File: src/rtl/pe_array_ctrl_pkg.sv
`default_nettype none
// ============================================================================
// Package : pe_array_ctrl_pkg
// Brief   : Shared constants and state encoding for the pe_array tile
//           sequencer.
// Rev     : 1.0  initial release
// ============================================================================
package pe_array_ctrl_pkg;

  // Number of PEs in the pe_array column.
  localparam int NUM_PE = 10;

  // Systolic skew across the column plus the MAC register stage.
  localparam int CTRL_DRAIN_DEFAULT = NUM_PE + 1;

  // Sequencer state encoding.
  typedef enum logic [2:0] {
    CTRL_IDLE   = 3'd0,
    CTRL_CLEAR  = 3'd1,
    CTRL_STREAM = 3'd2,
    CTRL_DRAIN  = 3'd3,
    CTRL_CAPT   = 3'd4,
    CTRL_WRITE  = 3'd5,
    CTRL_DONE   = 3'd6
  } ctrl_state_e;

endpackage
`default_nettype wire

File: src/rtl/pe_array_ctrl_tile_addr_gen.sv
`default_nettype none
// ============================================================================
// Module : tile_addr_gen
// Brief  : k/j counters, B-offset accumulator and the three buffer address
//          adders for the pe_array tile sequencer. Address outputs are
//          registered and hold their value when not updated.
// Rev    : 1.0  initial release
// ============================================================================
module tile_addr_gen
  import pe_array_ctrl_pkg::*;
#(
  parameter int ADDR_W = 10,
  parameter int LEN_W  = 10
) (
  input  logic              clk_i,
  input  logic              rst_ni,
  input  logic              init,        // latch config, issue k=0 of tile 0
  input  logic              next_tile,   // advance j, issue k=0 of new tile
  input  logic              next_k,      // issue the next k of this tile
  input  logic              capture,     // present p address of tile j
  input  logic [LEN_W-1:0]  cfg_k,
  input  logic [LEN_W-1:0]  cfg_n,
  input  logic [ADDR_W-1:0] cfg_a_base,
  input  logic [ADDR_W-1:0] cfg_b_base,
  input  logic [ADDR_W-1:0] cfg_p_base,
  output logic [ADDR_W-1:0] a_addr,
  output logic [ADDR_W-1:0] b_addr,
  output logic [ADDR_W-1:0] p_addr,
  output logic              last_k,      // index just issued was K-1
  output logic              last_j       // current tile is N-1
);

  logic [ADDR_W-1:0] a_base;
  logic [ADDR_W-1:0] b_base;
  logic [ADDR_W-1:0] p_base;
  logic [LEN_W-1:0]  len_k;
  logic [LEN_W-1:0]  len_n;
  logic [LEN_W-1:0]  k_idx;   // index of the next read to issue
  logic [LEN_W-1:0]  j_idx;   // current tile
  logic [ADDR_W-1:0] b_off;   // j*K, kept incrementally (mod 2^ADDR_W)

  logic [ADDR_W-1:0] k_ext;
  logic [ADDR_W-1:0] j_ext;
  logic [ADDR_W-1:0] b_off_next;

  assign k_ext      = ADDR_W'(k_idx);
  assign j_ext      = ADDR_W'(j_idx);
  assign b_off_next = b_off + ADDR_W'(len_k);

  assign last_k = (k_idx == len_k);
  assign last_j = (j_idx == (len_n - LEN_W'(1)));

  // Counter/accumulator update and registered address generation.
  always_ff @(posedge clk_i or negedge rst_ni) begin
    if (!rst_ni) begin
      a_base <= '0;
      b_base <= '0;
      p_base <= '0;
      len_k  <= '0;
      len_n  <= '0;
      k_idx  <= '0;
      j_idx  <= '0;
      b_off  <= '0;
      a_addr <= '0;
      b_addr <= '0;
      p_addr <= '0;
    end else if (init) begin
      // Bases come straight from the inputs so read k=0 issues immediately.
      a_base <= cfg_a_base;
      b_base <= cfg_b_base;
      p_base <= cfg_p_base;
      len_k  <= cfg_k;
      len_n  <= cfg_n;
      k_idx  <= LEN_W'(1);
      j_idx  <= '0;
      b_off  <= '0;
      a_addr <= cfg_a_base;
      b_addr <= cfg_b_base;
    end else if (next_tile) begin
      j_idx  <= j_idx + LEN_W'(1);
      b_off  <= b_off_next;
      k_idx  <= LEN_W'(1);
      a_addr <= a_base;
      b_addr <= b_base + b_off_next;
    end else if (next_k) begin
      k_idx  <= k_idx + LEN_W'(1);
      a_addr <= a_base + k_ext;
      b_addr <= b_base + b_off + k_ext;
    end else if (capture) begin
      p_addr <= p_base + j_ext;
    end
  end

endmodule
`default_nettype wire

File: src/rtl/pe_array_ctrl.sv
`default_nettype none
// ============================================================================
// Module : pe_array_ctrl
// Brief  : Tile sequencer for the 10-PE pe_array column. Streams A/B buffer
//          reads, clears the array, waits out the systolic skew, captures the
//          psums and writes them to the output buffer, N tiles per start.
// Rev    : 1.0  initial release
// ============================================================================
module pe_array_ctrl
  import pe_array_ctrl_pkg::*;
#(
  parameter int ADDR_W = 10,
  parameter int LEN_W  = 10,
  parameter int DRAIN  = CTRL_DRAIN_DEFAULT
) (
  input  logic              clk_i,
  input  logic              rst_ni,
  input  logic              start_i,
  input  logic              abort_i,
  input  logic [LEN_W-1:0]  cfg_k_i,
  input  logic [LEN_W-1:0]  cfg_n_i,
  input  logic [ADDR_W-1:0] cfg_a_base_i,
  input  logic [ADDR_W-1:0] cfg_b_base_i,
  input  logic [ADDR_W-1:0] cfg_p_base_i,
  output logic              busy_o,
  output logic              done_o,
  output logic              abuf_re_o,
  output logic [ADDR_W-1:0] abuf_addr_o,
  output logic              bbuf_re_o,
  output logic [ADDR_W-1:0] bbuf_addr_o,
  output logic              arr_clr_o,
  output logic              arr_we_o,
  output logic              pbuf_we_o,
  output logic [ADDR_W-1:0] pbuf_addr_o
);

  localparam int CNT_W = $clog2(DRAIN + 2);

  ctrl_state_e      state;
  logic [CNT_W-1:0] drain_cnt;

  logic degenerate;
  logic gen_init;
  logic gen_next_tile;
  logic gen_next_k;
  logic gen_capture;
  logic last_k;
  logic last_j;

  assign degenerate    = (cfg_k_i == '0) || (cfg_n_i == '0);
  assign gen_init      = (state == CTRL_IDLE) && start_i && !abort_i && !degenerate;
  assign gen_next_tile = (state == CTRL_WRITE) && !last_j && !abort_i;
  assign gen_next_k    = ((state == CTRL_CLEAR) || (state == CTRL_STREAM))
                         && !last_k && !abort_i;
  assign gen_capture   = (state == CTRL_CAPT) && !abort_i;

  tile_addr_gen #(
    .ADDR_W (ADDR_W),
    .LEN_W  (LEN_W)
  ) u_addr_gen (
    .clk_i      (clk_i),
    .rst_ni     (rst_ni),
    .init       (gen_init),
    .next_tile  (gen_next_tile),
    .next_k     (gen_next_k),
    .capture    (gen_capture),
    .cfg_k      (cfg_k_i),
    .cfg_n      (cfg_n_i),
    .cfg_a_base (cfg_a_base_i),
    .cfg_b_base (cfg_b_base_i),
    .cfg_p_base (cfg_p_base_i),
    .a_addr     (abuf_addr_o),
    .b_addr     (bbuf_addr_o),
    .p_addr     (pbuf_addr_o),
    .last_k     (last_k),
    .last_j     (last_j)
  );

  // Sequencer FSM; every strobe is registered alongside the state it belongs to.
  always_ff @(posedge clk_i or negedge rst_ni) begin
    if (!rst_ni) begin
      state     <= CTRL_IDLE;
      drain_cnt <= '0;
      busy_o    <= 1'b0;
      done_o    <= 1'b0;
      abuf_re_o <= 1'b0;
      bbuf_re_o <= 1'b0;
      arr_clr_o <= 1'b0;
      arr_we_o  <= 1'b0;
      pbuf_we_o <= 1'b0;
    end else begin
      // Strobes are single-cycle unless a state below re-asserts them.
      done_o    <= 1'b0;
      abuf_re_o <= 1'b0;
      bbuf_re_o <= 1'b0;
      arr_clr_o <= 1'b0;
      arr_we_o  <= 1'b0;
      pbuf_we_o <= 1'b0;
      if (abort_i) begin
        state  <= CTRL_IDLE;
        busy_o <= 1'b0;
      end else begin
        unique case (state)
          CTRL_IDLE: begin
            if (start_i) begin
              busy_o <= 1'b1;
              if (degenerate) begin
                state  <= CTRL_DONE;
                done_o <= 1'b1;
              end else begin
                state     <= CTRL_CLEAR;
                arr_clr_o <= 1'b1;
                abuf_re_o <= 1'b1;
                bbuf_re_o <= 1'b1;
              end
            end
          end
          CTRL_CLEAR, CTRL_STREAM: begin
            if (last_k) begin
              // DRAIN+1 cycles here: the extra cycle absorbs the buffer read
              // latency ahead of the column skew and MAC stage.
              state     <= CTRL_DRAIN;
              drain_cnt <= CNT_W'(DRAIN);
            end else begin
              state     <= CTRL_STREAM;
              abuf_re_o <= 1'b1;
              bbuf_re_o <= 1'b1;
            end
          end
          CTRL_DRAIN: begin
            if (drain_cnt == '0) begin
              state    <= CTRL_CAPT;
              arr_we_o <= 1'b1;
            end else begin
              drain_cnt <= drain_cnt - CNT_W'(1);
            end
          end
          CTRL_CAPT: begin
            state     <= CTRL_WRITE;
            pbuf_we_o <= 1'b1;
          end
          CTRL_WRITE: begin
            if (last_j) begin
              state  <= CTRL_DONE;
              done_o <= 1'b1;
            end else begin
              state     <= CTRL_CLEAR;
              arr_clr_o <= 1'b1;
              abuf_re_o <= 1'b1;
              bbuf_re_o <= 1'b1;
            end
          end
          CTRL_DONE: begin
            state  <= CTRL_IDLE;
            busy_o <= 1'b0;
          end
          default: begin
            state  <= CTRL_IDLE;
            busy_o <= 1'b0;
          end
        endcase
      end
    end
  end

endmodule
`default_nettype wire

File: config.mk
export PLATFORM = sky130hd
export DESIGN_NAME = pe_array_ctrl
export DESIGN_NICKNAME = d
export VERILOG_FILES = /design/src/rtl/pe_array_ctrl_pkg.sv /design/src/rtl/pe_array_ctrl_tile_addr_gen.sv /design/src/rtl/pe_array_ctrl.sv
export SDC_FILE = /design/constraint.sdc
export NUM_CORES = 1
export LEC_CHECK = 0
export BUFFER_PORTS_ARGS = -buffer_cell sky130_fd_sc_hd__buf_4
export CAP_MARGIN = 5
export CORE_UTILIZATION = 35
export CTS_BUF_LIST = sky130_fd_sc_hd__clkbuf_8
export CTS_CLUSTER_DIAMETER = 120
export DETAILED_ROUTE_END_ITERATION = 10
export HOLD_SLACK_MARGIN = 0.08
export SETUP_SLACK_MARGIN = 0.1
export SKIP_LAST_GASP = 1
export SLEW_MARGIN = 20
export SYNTH_ARGS = -nofsm -noshare
export SYNTH_HDL_FRONTEND = slang
export SYNTH_SLANG_ARGS = --single-unit
export TNS_END_PERCENT = 1
File: constraint.sdc
create_clock -name clk_i -period 4 [get_ports clk_i]
set_input_delay 0.8 -clock clk_i [delete_from_list [all_inputs] [get_ports clk_i]]
set_output_delay 0.8 -clock clk_i [all_outputs]
set_load 0.05 [all_outputs]
==> flow_summary.yaml <==
flow_run:
  maxCapViolCount: 0
route:
  firstDrtPassIters: 5
  met2_length_um: 9020
  routed_via_density: 4.95
  wl_met1_um: 9320
  topRoutingLayerUsed: "met4"
  ant_nets: 0
  num_vias: 6292
  wl_um: 19200
  wl_met3_um: 600
  drcViolationCount: 0
  post_drt_wl_per_cell_um: 15.1
  dr.first_iter.drc_count: 305
critical_path:
  critPathRequiredTime_ns: 4.34
  worst_ep_arrival_time_ns: 3.82
  rrSetupSlack_ns: 0.52
  cp-start-kind: "flop"
  r2r_cells: 18
  end_kind: "flop"
  worstSetupPathType: "reg -> reg"
  worst-path-max-fanout: 4
place:
  io_buffers: 90
  detailed_place_hpwl_um: 14100
  gp_congestion: 0.807
  place_area_mm2: 0.00882
  dp_cells: 1241
yosys:
  ys_seq_area_share_pct: 39.3
  synth_top_area_share_pct: 39.3
  synth_nets: 1011
  ys.flop_type: "dfrtp_1"
  synth_edf_count: 0
  ys_seq_elements: 123
  syn-cell-area_mm2: 0.00782
  synth_cells: 895
  synth_top_area_cell: "dfrtp_1"
  ys_top_cells_by_area: "dfrtp_1 (39%), nand2_1 (10%), ha_1 (7.7%)"
  ys_async_sr_fraction_pct: 100
  synth_warnings: 0
  ys_types: 68
  avgSynthCellArea_um2: 8.74
timing:
  setup_viol: 0
  hold_viol_final: 0
  relSlewSlack_pct: 42.6
  tightest_slew_ns: 0.861
  rsz0062_at_grt: "false"
  post-route-period-util_pct: 86.9
  clock.fmax_mhz: 288
  slew_violations: 0
  skew_ns: 0.0135
  tns_ns: 0
  period_needed_ns: 3.48
die:
  core_mm2: 0.0219
  io_pins: 91
  chipWidth_um: 152
  die-area_mm2: 0.0230
  die_height_um: 152
  start_util_pct: 35.7
  row_count: 54
power:
  pwr_density_cell_mw_per_mm2: 760
  pwr-share-comb_pct: 51.4
  vdd_drop_max_mv: 0.250
  p_switching_mw: 3.17
  power_leakage_nw: 4.50
  intPower_mw: 3.87
  switching_share_pct: 45.0
  power_frac_clock_pct: 17.6
  seqPwrFrac_pct: 31.0
global_routing:
  grt_max_degree: 64
  grt_pass1_vias: 6230
  grt_pass1_wl_um: 31600
  overflow: 0
  grt_antenna_before_repair: 0
  grtUsageTotal_pct: 17.9
clocking:
  cts_max_path_buffers: 2
  cts_root_buf: "clkbuf_8"
  cts-hold-fix-buffers: 0
  clock_latency_ns: 0.46
  numClockSinks: 123
  cts_setup_buffers: 0
  htreeDepth: 4
  cts_made_buffers: 17
  clkTransAtPathRegs_ns: 0.08
  cts_tree: "done"
  cts_resized: 0
finish:
  fin_nets: 1096
  insertedDiodeCount: 0
  final_cells: 1272
  drive_gt1_share_pct: 15.8
  syn_to_final_growth_pct: 18.4
  design_area_mm2: 0.00926
  final_util_pct: 42.3
hold_path:
  min_path_type: "in -> async"
outcome:
  status: "finished, final reports clean"
## cell usage in the layout, fill, tap and decap left out, types with 5 or more instances in the layout
cell type and n:
buf_4 105, nand3_1 18, dfrtp_1 123, nor2b_1 11, inv_1 29, and2_1 5, a211oi_1 5, a22o_1 9
o21ai_1 6, nand2_1 214, a21oi_1 38, a21o_1 10, o211ai_1 6, nor2_1 71, xor2_1 44, clkbuf_8 18
nor4_1 6, xnor2_1 32, nor3_1 19, or3_1 7, nand4_1 5, ha_1 48, nand2b_1 7, mux2i_1 8
fa_1 14, o21ai_0 48
## layer usage
layer	up-vias	global-route usage, %
met3	15	3.02
met5	-	0
li1	3233	-
met2	90	29.4
met4	0	5.59
met1	2954	24.0
## final timing paths
path | startpoint | to
max reg2reg | u_addr_gen.len_k[0] | u_addr_gen.b_addr[9]
min in group clk_i | u_addr_gen.p_addr[5] | u_addr_gen.p_addr[5]
min | rst_ni | u_addr_gen.a_base[2]
max | u_addr_gen.len_k[0] | u_addr_gen.b_addr[9]
max in group asynchronous | rst_ni | u_addr_gen.len_n[8]
min reg2reg | u_addr_gen.p_addr[5] | u_addr_gen.p_addr[5]
## power groups by stage
stage,logic [mW],registers [mW],clock network [mW]
after floorplan,2.35,2.54,0
after detailed placement,3.63,2.21,0
after global routing,4.07,2.26,1.32
after global placement,3.59,2.20,0
final,3.62,2.18,1.24
after CTS,3.65,2.19,1.27
## final cells by class
cell class / count / area, µm²
Multi-Input combinational cell: 701 / 4450
Fill cell: 2194 / 12600
Tap cell: 280 / 350
Clock inverter: 13 / 193
Sequential cell: 123 / 3080
Timing Repair Buffer: 107 / 828
Inverter: 30 / 113
Clock buffer: 18 / 248
## cell families after synthesis
| group | synth area share, % |
|---|---|
| flip-flops | 39.3 |
| adder cells (fa/ha/maj) | 11.3 |
| multiplexers | 1.60 |
| XOR/XNOR | 8.51 |
| AND/OR/NAND/NOR | 21.7 |
| buffers and inverters | 3.82 |
| AO/OA/AOI/OAI | 13.8 |
## cells in the mapped netlist (4+ instances only)
| cell | number |
|---|---|
| a21oi_1 | 38 |
| clkbuf_1 | 22 |
| a211oi_1 | 5 |
| or3_1 | 8 |
| xnor2_1 | 32 |
| o31ai_1 | 4 |
| ha_1 | 48 |
| nand3_1 | 18 |
| nand2_1 | 214 |
| xor2_1 | 44 |
| o211ai_1 | 6 |
| nor2_1 | 71 |
| buf_2 | 11 |
| nor4_1 | 6 |
| fa_1 | 14 |
| buf_1 | 5 |
| nor3_1 | 20 |
| a21o_1 | 10 |
| a22o_1 | 9 |
| and2_1 | 5 |
| nor2b_1 | 11 |
| o21ai_1 | 6 |
| dfrtp_1 | 123 |
| mux2i_1 | 8 |
| inv_1 | 29 |
| a21boi_0 | 4 |
| o21ai_0 | 48 |
| nand4_1 | 5 |
| nand2b_1 | 7 |
## flip-flops by register name, summed over array words and instances (netlist names), 10 cells and up
name	cells
u_addr_gen.b_off	10
u_addr_gen.j_ext	10
u_addr_gen.p_addr	10
u_addr_gen.b_base	10
u_addr_gen.a_addr	10
u_addr_gen.len_n	10
u_addr_gen.k_ext	10
u_addr_gen.a_base	10
u_addr_gen.b_addr	10
u_addr_gen.len_k	10
u_addr_gen.p_base	10
## through the flow
stage	hold slack (ns)	power (mW)	setup slack, ns
3_3_place_gp	0.461	5.78	0.681
5_1_grt	0.512	7.65	0.119
4_1_cts	0.490	7.11	0.538
2_1_floorplan	0.450	4.89	0.896
6_report	0.469	7.04	0.522
3_5_place_dp	0.470	5.84	0.558
## critical path, stage by stage (launching register included)
cell and delay [ns]:
dfrtp_1 0.41, ha_1 0.21, inv_1 0.09, fa_1 0.23, nor2b_1 0.06, o21ai_0 0.17, nand2b_1 0.12, a21o_1 0.19
a21o_1 0.19, xor2_1 0.16, ha_1 0.23, nor3_1 0.20, o2111ai_1 0.18, a31o_2 0.27, a21oi_1 0.17, xnor2_1 0.15
xnor2_1 0.08, a22oi_1 0.16, o21ai_1 0.08
Note: power is estimated with default switching activity, not from simulation.
